## config.mk

```make
export PLATFORM = sky130hd
export DESIGN_NAME = cla_serial_subtractor_flat
export DESIGN_NICKNAME = d
export VERILOG_FILES = /design/src/rtl/cla_serial_subtractor_pkg.sv /design/src/rtl/cla_serial_subtractor_if.sv /design/src/rtl/cla_serial_subtractor_slice.sv /design/src/rtl/cla_serial_subtractor.sv /design/src/flat_wrapper.sv
export SDC_FILE = /design/constraint.sdc
export NUM_CORES = 1
export LEC_CHECK = 0
export CORE_ASPECT_RATIO = 1.4
export CORE_UTILIZATION = 31
export CTS_BUF_LIST = sky130_fd_sc_hd__clkbuf_4 sky130_fd_sc_hd__clkbuf_8
export DETAILED_ROUTE_END_ITERATION = 10
export SKIP_CTS_REPAIR_TIMING = 1
export SYNTH_ARGS = -nofsm -noshare
export SYNTH_HDL_FRONTEND = slang
export SYNTH_SLANG_ARGS = --single-unit
```

## constraint.sdc

```tcl
create_clock -name clk -period 2.15 [get_ports clk]
set_input_delay 0.43 -clock clk [delete_from_list [all_inputs] [get_ports clk]]
set_output_delay 0.43 -clock clk [all_outputs]
set_load 0.05 [all_outputs]
```

## src/rtl/cla_serial_subtractor_pkg.sv

```systemverilog
// Shared definitions for the serial CLA subtractor: FSM state encoding and
// the number of bits consumed per clock.
package cla_serial_subtractor_pkg;

  localparam int CLA_SLICE_W = 2;

  typedef enum logic [1:0] {
    ST_IDLE = 2'd0,
    ST_RUN  = 2'd1,
    ST_DONE = 2'd2
  } state_e;

endpackage : cla_serial_subtractor_pkg

```

## src/rtl/cla_serial_subtractor_if.sv

```systemverilog
// Start/busy/done handshake and operand/result bus of the serial subtractor.
// The ovf signal exists only when SERIAL_SUB_OVF_EN is defined.
interface cla_serial_subtractor_if #(
  parameter int WIDTH = 8
);
  logic             start;
  logic [WIDTH-1:0] a;
  logic [WIDTH-1:0] b;
  logic             busy;
  logic             done;
  logic [WIDTH-1:0] diff;
  logic             borrow;
`ifdef SERIAL_SUB_OVF_EN
  logic             ovf;

  modport master (output start, a, b, input busy, done, diff, borrow, ovf);
  modport slave  (input start, a, b, output busy, done, diff, borrow, ovf);
`else
  modport master (output start, a, b, input busy, done, diff, borrow);
  modport slave  (input start, a, b, output busy, done, diff, borrow);
`endif
endinterface : cla_serial_subtractor_if

```

## src/rtl/cla_serial_subtractor_slice.sv

```systemverilog
// 2-bit carry-lookahead subtract slice: s = a + ~b + cin.
// Purely combinational; both carries come from p/g in two logic levels.
module cla_sub_slice_2bits (
  input  logic [1:0] a_i,
  input  logic [1:0] b_i,
  input  logic       cin_i,
  output logic [1:0] s_o,
  output logic       cout_o
);
  logic [1:0] b_n;
  logic [1:0] p;
  logic [1:0] g;
  logic       c1;

  assign b_n    = ~b_i;
  assign p      = a_i ^ b_n;
  assign g      = a_i & b_n;
  assign c1     = g[0] | (p[0] & cin_i);
  assign cout_o = g[1] | (p[1] & g[0]) | (p[1] & p[0] & cin_i);
  assign s_o    = {p[1] ^ c1, p[0] ^ cin_i};
endmodule : cla_sub_slice_2bits

```

## src/rtl/cla_serial_subtractor.sv

```systemverilog
// Multi-cycle two's-complement subtractor, diff = a - b, two bits per clock
// through a single 2-bit CLA slice with the carry chained between cycles.
// Optional signed-overflow output enabled by defining SERIAL_SUB_OVF_EN.
module cla_serial_subtractor
  import cla_serial_subtractor_pkg::*;
#(
  parameter int WIDTH = 8
) (
  input  logic                    clk,
  input  logic                    reset,
  cla_serial_subtractor_if.slave  bus
);
  localparam int NSLICE = WIDTH / CLA_SLICE_W;
  localparam int CNT_W  = (NSLICE > 1) ? $clog2(NSLICE) : 1;
  localparam logic [CNT_W-1:0] LAST_CNT = CNT_W'(NSLICE - 1);

  state_e           state_q, state_d;
  logic [CNT_W-1:0] cnt_q, cnt_d;
  logic [WIDTH-1:0] a_q, a_d;
  logic [WIDTH-1:0] b_q, b_d;
  logic [WIDTH-1:0] res_q, res_d;
  logic             carry_q, carry_d;
  logic [WIDTH-1:0] diff_q, diff_d;
  logic             borrow_q, borrow_d;
`ifdef SERIAL_SUB_OVF_EN
  logic             ovf_q, ovf_d;
`endif

  logic [1:0]       sum;
  logic             cout;
  logic [WIDTH-1:0] res_shift;

  // Operand registers shift right each cycle so the slice always sees bits [1:0].
  cla_sub_slice_2bits u_slice (
    .a_i    (a_q[1:0]),
    .b_i    (b_q[1:0]),
    .cin_i  (carry_q),
    .s_o    (sum),
    .cout_o (cout)
  );

  // New slice sum enters the result register from the MSB end.
  assign res_shift = (res_q >> CLA_SLICE_W) | (WIDTH'(sum) << (WIDTH - CLA_SLICE_W));

  // Next-state and datapath control.
  // NOTE: every signal driven here gets a default first so no latch is inferred.
  always_comb begin
    state_d  = state_q;
    cnt_d    = cnt_q;
    a_d      = a_q;
    b_d      = b_q;
    res_d    = res_q;
    carry_d  = carry_q;
    diff_d   = diff_q;
    borrow_d = borrow_q;
`ifdef SERIAL_SUB_OVF_EN
    ovf_d    = ovf_q;
`endif
    case (state_q)
      ST_IDLE, ST_DONE: begin
        if (bus.start) begin
          state_d = ST_RUN;
          a_d     = bus.a;
          b_d     = bus.b;
          res_d   = '0;
          carry_d = 1'b1;
          cnt_d   = '0;
        end else begin
          state_d = ST_IDLE;
        end
      end
      ST_RUN: begin
        a_d     = a_q >> CLA_SLICE_W;
        b_d     = b_q >> CLA_SLICE_W;
        res_d   = res_shift;
        carry_d = cout;
        cnt_d   = cnt_q + 1'b1;
        if (cnt_q == LAST_CNT) begin
          state_d  = ST_DONE;
          diff_d   = res_shift;
          borrow_d = ~cout;
`ifdef SERIAL_SUB_OVF_EN
          // On the last slice a_q[1]/b_q[1] are the original operand MSBs.
          ovf_d    = (a_q[1] ^ b_q[1]) & (a_q[1] ^ sum[1]);
`endif
        end
      end
      default: state_d = ST_IDLE;
    endcase
  end

  // Control state and visible results, synchronously reset.
  // NOTE: sequential state uses non-blocking assignments only.
  always_ff @(posedge clk) begin
    if (reset) begin
      state_q  <= ST_IDLE;
      cnt_q    <= '0;
      carry_q  <= 1'b0;
      diff_q   <= '0;
      borrow_q <= 1'b0;
`ifdef SERIAL_SUB_OVF_EN
      ovf_q    <= 1'b0;
`endif
    end else begin
      state_q  <= state_d;
      cnt_q    <= cnt_d;
      carry_q  <= carry_d;
      diff_q   <= diff_d;
      borrow_q <= borrow_d;
`ifdef SERIAL_SUB_OVF_EN
      ovf_q    <= ovf_d;
`endif
    end
  end

  // Operand and partial-result shift registers.
  // NOTE: deliberately unreset; they are always loaded on an accepted start before use.
  always_ff @(posedge clk) begin
    a_q   <= a_d;
    b_q   <= b_d;
    res_q <= res_d;
  end

  assign bus.busy   = (state_q == ST_RUN);
  assign bus.done   = (state_q == ST_DONE);
  assign bus.diff   = diff_q;
  assign bus.borrow = borrow_q;
`ifdef SERIAL_SUB_OVF_EN
  assign bus.ovf    = ovf_q;
`endif

endmodule : cla_serial_subtractor

```

## src/flat_wrapper.sv

```systemverilog
// flat-port wrapper written by rule: the top's interface ports become plain ports
module cla_serial_subtractor_flat import cla_serial_subtractor_pkg::*;
#(
  parameter int WIDTH = 8
)
  (clk, reset, bus_start, bus_a, bus_b, bus_busy, bus_done, bus_diff, bus_borrow);
  cla_serial_subtractor_if #(.WIDTH(WIDTH)) bus_i ();
  input  logic clk;
  input  logic reset;
  input wire logic [$bits(bus_i.start)-1:0] bus_start;
  input wire logic [$bits(bus_i.a)-1:0] bus_a;
  input wire logic [$bits(bus_i.b)-1:0] bus_b;
  output wire logic [$bits(bus_i.busy)-1:0] bus_busy;
  output wire logic [$bits(bus_i.done)-1:0] bus_done;
  output wire logic [$bits(bus_i.diff)-1:0] bus_diff;
  output wire logic [$bits(bus_i.borrow)-1:0] bus_borrow;
  assign bus_i.start = bus_start;
  assign bus_i.a = bus_a;
  assign bus_i.b = bus_b;
  assign bus_busy = bus_i.busy;
  assign bus_done = bus_i.done;
  assign bus_diff = bus_i.diff;
  assign bus_borrow = bus_i.borrow;
  cla_serial_subtractor #(.WIDTH(WIDTH)) u_core (.clk(clk), .reset(reset), .bus(bus_i));
endmodule
```

==> metrics <==
pins over their slew limit 0; Die W a little over 60 µm; drc violations 0; Setup Crit Path Kind flop to output pin; CTS tree done; Post-synth EDFFs 22; Port-buffer cells 29; DP Wirelength 1840 µm; CTS Sinks 36; total CTS buffers 5; Top Family by Delay on Critical Path buffers and inverters; crit path launch u_core.bus.borrow; Tcrit/Tclk final 0.861; Synth area leader edfxtp_1; CP cell instances clkdlybuf4s50_1; P_leak 0.762 nW; vias in the first global route 1006; min Tclk post-route 1850 ps; commonest cells in the synthesized netlist 52 x nand2_1, 22 x edfxtp_1, 14 x dfxtp_1; CTS HTree Levels 2; status finished, final reports clean; Yosys warning count 0; most frequent cell after synthesis nand2_1; GPL Wtd Cong 0.721; Post-synth ARST share 0; RSZ-0062 raised after global routing false; initial antenna violation count 0; Worst EP required 1720 ps; Crit Path Max Fanout 2; Final Hold Viols 0; worst min path class flop to flop; final wirelength 2560 µm; max-capacitance violation count 0; synth top area cells edfxtp_1 45%, dfxtp_1 19%, nand2_1 13%; commonest register cell after synthesis edfxtp_1; Pre-Repair DR Iteration Count 4; Vert. Die Dim 83.8 µm; clk slew on worst S/H paths 70 ps; # rows 29; number of synthesized register bits 36; Post-Syn Area 1480 µm²; Vias/cell 4.30; DRT iter0 DRCs 39; syn_area_per_cell ~11 µm²; count of different cell masters after synthesis 25; fillers ~500; final setup violation count 0; Final Net Count 196; Area growth syn-to-layout 30.5%; Antenna Violating Nets Remaining 0; nature of the critical path startpoint flop; core area between 4000 and 5000 µm²; FMAX 540 MHz; vias 1015; WP buf/inv 1; Worst setup EP type output pin; Synth top area share 0.446; non-filler cells, final 236; root buffer cell clkbuf_8; CTS Buffer Depth 2; register area share after synthesis 0.636; Max rail drop VDD 0.432 mV; drt wl/cell approximately 11 µm; share of layout cells above drive strength 1 0.0862; Clk Latency, worst-skew pair 280 ps; Inserted Diodes 0; Final Core Density 0.423; slowest stage delay, CP 800 ps; slowest CP cell clkdlybuf4s50_1; measured slew at the worst slew-check pin slightly below 500 ps; I/O pin count 30; Initial Util 0.324; first-pass GRT wire length 4290 µm; Synth Instances 140; headroom to the max-slew limit 0.671; Die ar. 5060 µm²; hold wc startpoint u_core.bus.diff[4]; Net Count, Synth about 160; total track usage 0.116; RR Startpoint u_core.state_q[1]; GR Overflow Total 0; largest net degree at the start of global routing 23; placed cell count 228; Final TNS setup 0 ps; Worst Skew 3.88 ps; WP data arrival between 1000 and 1500 ps; cell area power density roughly 770 nW/µm²
[per-stage QoR]
stage | instance area [µm²] | total power, W | setup slack, ps | hold WS [ps]
after floorplan | 1480 | 0.000953 | 619 | 452
after global routing | 1930 | 0.00156 | 252 | 478
after detailed placement | 1840 | 0.00103 | 406 | 446
final | 1930 | 0.00149 | 299 | 454
after global placement | 1840 | 0.00102 | 436 | 442
after CTS | 1930 | 0.00151 | 284 | 456
[layout make-up]
type	instances	area, µm²	share of cell area
Sequential cell	36	941	0.487
Multi-Input combinational cell	95	494	0.256
Timing Repair Buffer	32	320	0.166
Tap cell	62	77.6	0.0402
Clock buffer	6	76.3	0.0395
Clock inverter	2	11.3	0.00583
Inverter	3	11.3	0.00583
[path summary, 6_finish.rpt]
path                                           end  slack, ps  cells after the start
worst max-delay path                    bus_borrow        300                      1
worst min-delay path            u_core.bus.diff[4]        450                      2
worst max register to register     u_core.res_q[3]        630                      4
worst min register to register  u_core.bus.diff[4]        450                      2
[logic make-up (layout without fill, tap and decap cells)]
logic type,after synthesis,in the layout,share of synthesized area
flops,36,36,0.636
xor+xnor,1,1,0.00592
simple gates,75,75,0.227
compound gates,15,15,0.0626
buf+inv,9,43,0.0304
fa+ha+maj,4,4,0.0389
[power breakdown]
part | switching [W] | internal, W
Sequential | 0.0000231 | 0.000805
Combinational | 0.0000994 | 0.0000858
Clock | 0.000237 | 0.000237
Total | 0.000359 | 0.00113
[cell usage in the layout (no fill, tap or decap), types with 3 or more instances in the layout]
master,count
a21oi_1,10
and2_1,9
buf_4,4
clkbuf_8,5
clkdlybuf4s50_1,27
dfxtp_1,14
edfxtp_1,22
ha_1,3
nand2_1,52
nor2_1,4
[flip-flops by register name (all words and copies together) (netlist names)]
name / count
u_core.a_q: 8
u_core.bus.borrow: 1
u_core.res_q: 6
u_core.bus.diff: 8
u_core.state_q: 2
u_core.b_q: 8
u_core.carry_q: 1
u_core.cnt_q: 2
[metal layers]
layer	part of all wire	vias up	track usage
met5	0	-	0
met4	0.013	0	0.0444
met3	0.051	4	0.0481
met2	0.52	33	0.191
met1	0.42	451	0.128
li1	-	527	-
Note: power is estimated with default switching activity, not from simulation.
